==> config.mk <==
export PLATFORM = sky130hd
export DESIGN_NAME = switch_axi_writer_flat
export DESIGN_NICKNAME = d
export VERILOG_FILES = /design/src/rtl/switch_axi_writer_if.sv /design/src/rtl/switch_axi_writer.sv /design/src/flat_wrapper.sv
export SDC_FILE = /design/constraint.sdc
export NUM_CORES = 1
export LEC_CHECK = 0
export ABC_AREA = 1
export BUFFER_PORTS_ARGS = -buffer_cell sky130_fd_sc_hd__buf_2
export CORE_MARGIN = 2
export CORE_UTILIZATION = 50
export DETAILED_ROUTE_END_ITERATION = 10
export GPL_TIMING_DRIVEN = 0
export PLACE_DENSITY = 0.84
export SYNTH_ARGS = -nofsm -noshare
export SYNTH_HDL_FRONTEND = slang
export SYNTH_SLANG_ARGS = --single-unit
==> constraint.sdc <==
create_clock -name clk -period 3 [get_ports clk]
set_input_delay 0.6 -clock clk [delete_from_list [all_inputs] [get_ports clk]]
set_output_delay 0.6 -clock clk [all_outputs]
set_load 0.005 [all_outputs]
==> src/rtl/switch_axi_writer_if.sv <==
// AXI4-Lite bus bundle between switch_axi_writer (master) and the LED
// register slave.
//   AW channel : awaddr, awvalid, awready, awprot
//   W  channel : wdata, wvalid, wready, wstrb
//   B  channel : bresp, bvalid, bready
//   AR channel : araddr, arvalid, arready, arprot
//   R  channel : rdata, rvalid, rready, rresp
interface switch_axi_writer_if #(
  parameter int unsigned AW = 7
);
  logic [AW-1:0] awaddr;
  logic          awvalid;
  logic          awready;
  logic [2:0]    awprot;
  logic [31:0]   wdata;
  logic          wvalid;
  logic [3:0]    wstrb;
  logic          wready;
  logic [1:0]    bresp;
  logic          bvalid;
  logic          bready;
  logic [AW-1:0] araddr;
  logic          arvalid;
  logic          arready;
  logic [2:0]    arprot;
  logic [31:0]   rdata;
  logic          rvalid;
  logic [1:0]    rresp;
  logic          rready;

  modport master (
    output awaddr, awvalid, awprot, wdata, wvalid, wstrb, bready,
           araddr, arvalid, arprot, rready,
    input  awready, wready, bresp, bvalid, arready, rdata, rvalid, rresp
  );

  modport slave (
    input  awaddr, awvalid, awprot, wdata, wvalid, wstrb, bready,
           araddr, arvalid, arprot, rready,
    output awready, wready, bresp, bvalid, arready, rdata, rvalid, rresp
  );
endinterface

==> src/rtl/switch_axi_writer.sv <==
// AXI4-Lite master that mirrors the board slide switches into the LED
// register: switches are synchronised, debounced as a whole vector, and each
// accepted new value is written to LED_ADDR and read back for verification.
// Ports:
//   clk, resetn : clock, synchronous active-low reset
//   switches    : raw asynchronous switch inputs
//   busy        : 1 while an AXI transaction is in progress
//   err_count   : saturating count of BRESP/RRESP errors and readback mismatches
//   m_axi       : AXI4-Lite master port (switch_axi_writer_if.master)
module switch_axi_writer #(
  parameter int unsigned AW              = 7,
  parameter int unsigned LED_ADDR        = 0,
  parameter int unsigned DEBOUNCE_CYCLES = 1000000
) (
  input  logic                 clk,
  input  logic                 resetn,
  input  logic [15:0]          switches,
  output logic                 busy,
  output logic [7:0]           err_count,
  switch_axi_writer_if.master  m_axi
);

  localparam int unsigned CW = $clog2(DEBOUNCE_CYCLES);
  localparam logic [CW-1:0] CNT_MAX = CW'(DEBOUNCE_CYCLES - 1);

  typedef enum logic [2:0] {
    IDLE,
    WRITE,
    WRESP,
    READ,
    RRESP
  } state_t;

  state_t        state;
  logic [15:0]   sync1, sync2;
  logic [15:0]   candidate, stable;
  logic [CW-1:0] db_count;
  logic [15:0]   last_sent, data;
  logic          awvalid, wvalid, bready, arvalid, rready;
  logic          aw_done, w_done;
  logic          aw_fin, w_fin;
  logic          unused_rdata_hi;

  // Two-flop synchroniser on the whole bus.
  always_ff @(posedge clk) begin
    if (!resetn) begin
      sync1 <= '0;
      sync2 <= '0;
    end else begin
      sync1 <= switches;
      sync2 <= sync1;
    end
  end

  // Whole-vector debounce: any bit change restarts the count; once the count
  // reaches its limit it holds there and keeps reloading stable.
  always_ff @(posedge clk) begin
    if (!resetn) begin
      candidate <= '0;
      stable    <= '0;
      db_count  <= '0;
    end else if (sync2 != candidate) begin
      candidate <= sync2;
      db_count  <= '0;
    end else if (db_count == CNT_MAX) begin
      stable    <= candidate;
    end else begin
      db_count  <= db_count + 1'b1;
    end
  end

  // A channel counts as finished if it completed earlier or completes now.
  assign aw_fin = aw_done | (awvalid & m_axi.awready);
  assign w_fin  = w_done  | (wvalid  & m_axi.wready);

  function automatic logic [7:0] sat_inc(input logic [7:0] v);
    return (v == '1) ? v : v + 8'd1;
  endfunction

  always_ff @(posedge clk) begin
    if (!resetn) begin
      state     <= IDLE;
      awvalid   <= 1'b0;
      wvalid    <= 1'b0;
      bready    <= 1'b0;
      arvalid   <= 1'b0;
      rready    <= 1'b0;
      aw_done   <= 1'b0;
      w_done    <= 1'b0;
      busy      <= 1'b0;
      err_count <= '0;
      last_sent <= '0;
      data      <= '0;
    end else begin
      case (state)
        IDLE: begin
          if (stable != last_sent) begin
            data      <= stable;
            last_sent <= stable;
            awvalid   <= 1'b1;
            wvalid    <= 1'b1;
            busy      <= 1'b1;
            state     <= WRITE;
          end
        end
        WRITE: begin
          if (awvalid && m_axi.awready) awvalid <= 1'b0;
          if (wvalid && m_axi.wready)   wvalid  <= 1'b0;
          if (aw_fin && w_fin) begin
            aw_done <= 1'b0;
            w_done  <= 1'b0;
            bready  <= 1'b1;
            state   <= WRESP;
          end else begin
            aw_done <= aw_fin;
            w_done  <= w_fin;
          end
        end
        WRESP: begin
          if (m_axi.bvalid && bready) begin
            bready <= 1'b0;
            if (m_axi.bresp != 2'b00) begin
              err_count <= sat_inc(err_count);
              busy      <= 1'b0;
              state     <= IDLE;
            end else begin
              arvalid <= 1'b1;
              state   <= READ;
            end
          end
        end
        READ: begin
          if (arvalid && m_axi.arready) begin
            arvalid <= 1'b0;
            rready  <= 1'b1;
            state   <= RRESP;
          end
        end
        RRESP: begin
          if (m_axi.rvalid && rready) begin
            rready <= 1'b0;
            busy   <= 1'b0;
            state  <= IDLE;
            if (m_axi.rresp != 2'b00 || m_axi.rdata[15:0] != data)
              err_count <= sat_inc(err_count);
          end
        end
        default: begin
          state <= IDLE;
          busy  <= 1'b0;
        end
      endcase
    end
  end

  assign m_axi.awaddr  = AW'(LED_ADDR);
  assign m_axi.awvalid = awvalid;
  assign m_axi.awprot  = '0;
  assign m_axi.wdata   = {16'h0000, data};
  assign m_axi.wvalid  = wvalid;
  assign m_axi.wstrb   = '1;
  assign m_axi.bready  = bready;
  assign m_axi.araddr  = AW'(LED_ADDR);
  assign m_axi.arvalid = arvalid;
  assign m_axi.arprot  = '0;
  assign m_axi.rready  = rready;

  assign unused_rdata_hi = ^m_axi.rdata[31:16];

endmodule

==> src/flat_wrapper.sv <==
// flat-port wrapper written by rule: the top's interface ports become plain ports
module switch_axi_writer_flat 
#(
  parameter int unsigned AW              = 7,
  parameter int unsigned LED_ADDR        = 0,
  parameter int unsigned DEBOUNCE_CYCLES = 1000000
)
  (clk, resetn, switches, busy, err_count, m_axi_awaddr, m_axi_awvalid, m_axi_awprot, m_axi_wdata, m_axi_wvalid, m_axi_wstrb, m_axi_bready, m_axi_araddr, m_axi_arvalid, m_axi_arprot, m_axi_rready, m_axi_awready, m_axi_wready, m_axi_bresp, m_axi_bvalid, m_axi_arready, m_axi_rdata, m_axi_rvalid, m_axi_rresp);
  switch_axi_writer_if #(.AW(AW)) m_axi_i ();
  input  logic clk;
  input  logic resetn;
  input  logic [15:0] switches;
  output logic busy;
  output logic [7:0] err_count;
  output wire logic [$bits(m_axi_i.awaddr)-1:0] m_axi_awaddr;
  output wire logic [$bits(m_axi_i.awvalid)-1:0] m_axi_awvalid;
  output wire logic [$bits(m_axi_i.awprot)-1:0] m_axi_awprot;
  output wire logic [$bits(m_axi_i.wdata)-1:0] m_axi_wdata;
  output wire logic [$bits(m_axi_i.wvalid)-1:0] m_axi_wvalid;
  output wire logic [$bits(m_axi_i.wstrb)-1:0] m_axi_wstrb;
  output wire logic [$bits(m_axi_i.bready)-1:0] m_axi_bready;
  output wire logic [$bits(m_axi_i.araddr)-1:0] m_axi_araddr;
  output wire logic [$bits(m_axi_i.arvalid)-1:0] m_axi_arvalid;
  output wire logic [$bits(m_axi_i.arprot)-1:0] m_axi_arprot;
  output wire logic [$bits(m_axi_i.rready)-1:0] m_axi_rready;
  input wire logic [$bits(m_axi_i.awready)-1:0] m_axi_awready;
  input wire logic [$bits(m_axi_i.wready)-1:0] m_axi_wready;
  input wire logic [$bits(m_axi_i.bresp)-1:0] m_axi_bresp;
  input wire logic [$bits(m_axi_i.bvalid)-1:0] m_axi_bvalid;
  input wire logic [$bits(m_axi_i.arready)-1:0] m_axi_arready;
  input wire logic [$bits(m_axi_i.rdata)-1:0] m_axi_rdata;
  input wire logic [$bits(m_axi_i.rvalid)-1:0] m_axi_rvalid;
  input wire logic [$bits(m_axi_i.rresp)-1:0] m_axi_rresp;
  assign m_axi_awaddr = m_axi_i.awaddr;
  assign m_axi_awvalid = m_axi_i.awvalid;
  assign m_axi_awprot = m_axi_i.awprot;
  assign m_axi_wdata = m_axi_i.wdata;
  assign m_axi_wvalid = m_axi_i.wvalid;
  assign m_axi_wstrb = m_axi_i.wstrb;
  assign m_axi_bready = m_axi_i.bready;
  assign m_axi_araddr = m_axi_i.araddr;
  assign m_axi_arvalid = m_axi_i.arvalid;
  assign m_axi_arprot = m_axi_i.arprot;
  assign m_axi_rready = m_axi_i.rready;
  assign m_axi_i.awready = m_axi_awready;
  assign m_axi_i.wready = m_axi_wready;
  assign m_axi_i.bresp = m_axi_bresp;
  assign m_axi_i.bvalid = m_axi_bvalid;
  assign m_axi_i.arready = m_axi_arready;
  assign m_axi_i.rdata = m_axi_rdata;
  assign m_axi_i.rvalid = m_axi_rvalid;
  assign m_axi_i.rresp = m_axi_rresp;
  switch_axi_writer #(.AW(AW), .LED_ADDR(LED_ADDR), .DEBOUNCE_CYCLES(DEBOUNCE_CYCLES)) u_core (.clk(clk), .resetn(resetn), .switches(switches), .busy(busy), .err_count(err_count), .m_axi(m_axi_i));
endmodule
==> impl_metrics.env <==
export IMPL_num_fill_cells=992
export IMPL_cts_inserted_buffers=17
export IMPL_stdcell_count=1158
export IMPL_setup_viol=0
export IMPL_gp_congestion=0.893
export IMPL_die_h_um=113
export IMPL_yosysWarnings=0
export IMPL_vdd_drop_max_mv=0.398
export IMPL_synth_top_area_frac=0.400
export IMPL_fin_setup_tns_ps=0
export IMPL_r2r_start="u_core.db_count[0]"
export IMPL_netlist_area_um2=5950
export IMPL_root_buffer="clkbuf_16"
export IMPL_hold_path_class="in -> reg"
export IMPL_grt_pass1_wl_um=21600
export IMPL_register_area_um2=2380
export IMPL_drive_gt1_frac=0.194
export IMPL_powerDensity_nw_per_um2=556
export IMPL_ys_flop_type="dfxtp_1"
export IMPL_drc=9
export IMPL_diodes=0
export IMPL_pin_count=129
export IMPL_post_cts_resized=0
export IMPL_ys_types=36
export IMPL_fin_crit_ps=2030
export IMPL_cts_tree="done"
export IMPL_cts_buffer_depth=2
export IMPL_multi_input_area_um2=2710
export IMPL_synth_top_area_cell="dfxtp_1"
export IMPL_post_route_period_util=0.676
export IMPL_grt_max_degree=17
export IMPL_dp_cells=1126
export IMPL_leakage_nw=3.68
export IMPL_path_class="reg -> reg"
export IMPL_firstDrtPassIters=8
export IMPL_cp_required_ps=3290
export IMPL_antenna_found_initial=0
export IMPL_synth_cells=874
export IMPL_die_area_um2=12800
export IMPL_start_kind="register"
export IMPL_slew_headroom=0.652
export IMPL_cts_sinks=119
export IMPL_globalRoute_totalOverflow=0
export IMPL_hp_start="switches[12]"
export IMPL_hpwl_um=9170
export IMPL_tightest_slew_ps=522
export IMPL_clock_skew_ps=10.1
export IMPL_critPathLaunch="u_core.db_count[0]"
export IMPL_ys_top_cells_by_area="dfxtp_1 (40%), nand2_1 (16%), inv_1 (9.5%), buf_4 (5.0%), nor2_1 (4.7%)"
export IMPL_drt_iter0_drc=455
export IMPL_num_rows=39
export IMPL_ys_seq_area_frac=0.400
export IMPL_syn_to_final_growth_pct=21.7
export IMPL_drv_slew=0
export IMPL_syn_area_per_cell_um2=6.81
export IMPL_initial_core_util=0.517
export IMPL_htree_levels=4
export IMPL_violations="design-rule violations"
export IMPL_path_clk_slew_ps=60
export IMPL_ctsHoldBuffers=0
export IMPL_worstSetupEndpointType="register"
export IMPL_vias=5386
export IMPL_fin_nets=1063
export IMPL_grt_usage=0.208
export IMPL_hold_viol=0
export IMPL_fmax_ghz=0.493
export IMPL_async_reset_ff_frac=0
export IMPL_yosys_register_bits=119
export IMPL_finalWirelength_um=13000
export IMPL_status="finished with violations"
export IMPL_coreArea_um2=11500
export IMPL_rsz0062_at_grt="false"
export IMPL_post_cts_setup_buffers=0
export IMPL_wl_per_cell_um=11.2
export IMPL_drv_cap=0
export IMPL_port_buffers=71
export IMPL_critical_path_arrival_ps=2320
export IMPL_holdWs_ps=363
export IMPL_vias_per_cell=4.65
export IMPL_path_max_fanout=10
export IMPL_ant_nets=0
export IMPL_synth_edf_count=0
export IMPL_chipWidth_um=113
export IMPL_first_global_vias=4929
export IMPL_worstSkewPairLatency_ps=410
stage by stage:
stage	instance area (um^2)	utilization	total power, W	worst slack [ps]
2_1_floorplan	6090	-	0.00188	1380
6_report	7240	0.629	0.00403	972
5_1_grt	7240	0.629	0.00418	783
3_5_place_dp	6630	0.575	0.00195	939
4_1_cts	7240	0.629	0.00406	976
3_3_place_gp	6630	0.575	0.00195	971
worst max-delay path: stages, from the launching register on:
cell and delay (ps):
dfxtp_1 420, ha_1 240, nand3_2 160, nor3_4 200, nand3_2 230, buf_2 260
nor3_1 300, nor2_1 100
cell usage in the layout (no fill, tap or decap), drive strengths merged, types with 26 or more instances in the layout:
| cell type | synthesis | final |
|---|---|---|
| a21oi | 39 | 39 |
| buf | 52 | 123 |
| clkbuf | 8 | 26 |
| conb | 2 | 40 |
| dfxtp | 119 | 119 |
| inv | 156 | 166 |
| nand2 | 271 | 271 |
| nand3 | 49 | 49 |
| nor2 | 83 | 83 |
| nor3 | 32 | 32 |
Yosys cell counts (6+ instances only):
cell and instances:
nand3_1 43, clkbuf_1 8, inv_1 150, nor3_1 27, xnor2_1 16, nor2_1 74
o21ai_0 7, buf_2 7, buf_4 40, xor2_1 8, a21oi_1 39, nand2_2 14
dfxtp_1 119, inv_2 6, nand2_1 256, nand4_1 19
layout make-up:
type | count | share of cell area
clock inverters | 14 | 0.0244
repair buffers | 71 | 0.0491
flip-flops and latches | 119 | 0.329
well taps | 143 | 0.0247
multi-input cells | 576 | 0.374
plain buffers | 60 | 0.0572
inverters | 157 | 0.0814
clock buffers | 18 | 0.0606
layer usage:
metal / vias to the layer above / GRT usage / routed length (um)
met5: - / 0 / 0
met4: 0 / 0.0780 / 290
met3: 31 / 0.0482 / 991
met2: 203 / 0.354 / 6080
met1: 2316 / 0.258 / 5600
li1: 2836 / - / -
final timing paths:
check                            to  slack, ps  cells past startpoint
setup reg to reg  u_core.stable[10]        970                      7
hold reg to reg     u_core.sync2[0]        410                      2
hold / removal     u_core.sync1[12]        360                      3
setup / recovery  u_core.stable[10]        970                      7
where the power goes:
group	switching [W]	internal, W
Clock	0.000818	0.00129
Sequential	0.0000207	0.00161
Combinational	0.000178	0.000113
sequential cells by signal, indices dropped and copies added, names as in the netlist, 3 cells and up:
register	flops
u_core.state	3
u_core.db_count	20
u_core.sync1	16
u_core.last_sent	16
u_core.candidate	16
u_core.err_count	8
u_core.sync2	16
u_core.stable	16
cell families after synthesis:
logic type,count (synthesis),synth area share
adder cells (fa/ha/maj),2,0.00421
flip-flops,119,0.400
other,2,0.00126
buffers and inverters,217,0.169
AO/OA/AOI/OAI,51,0.0442
XOR/XNOR,24,0.0353
AND/OR/NAND/NOR,458,0.344
multiplexers,1,0.00168
(Power assumes the default switching activity.)
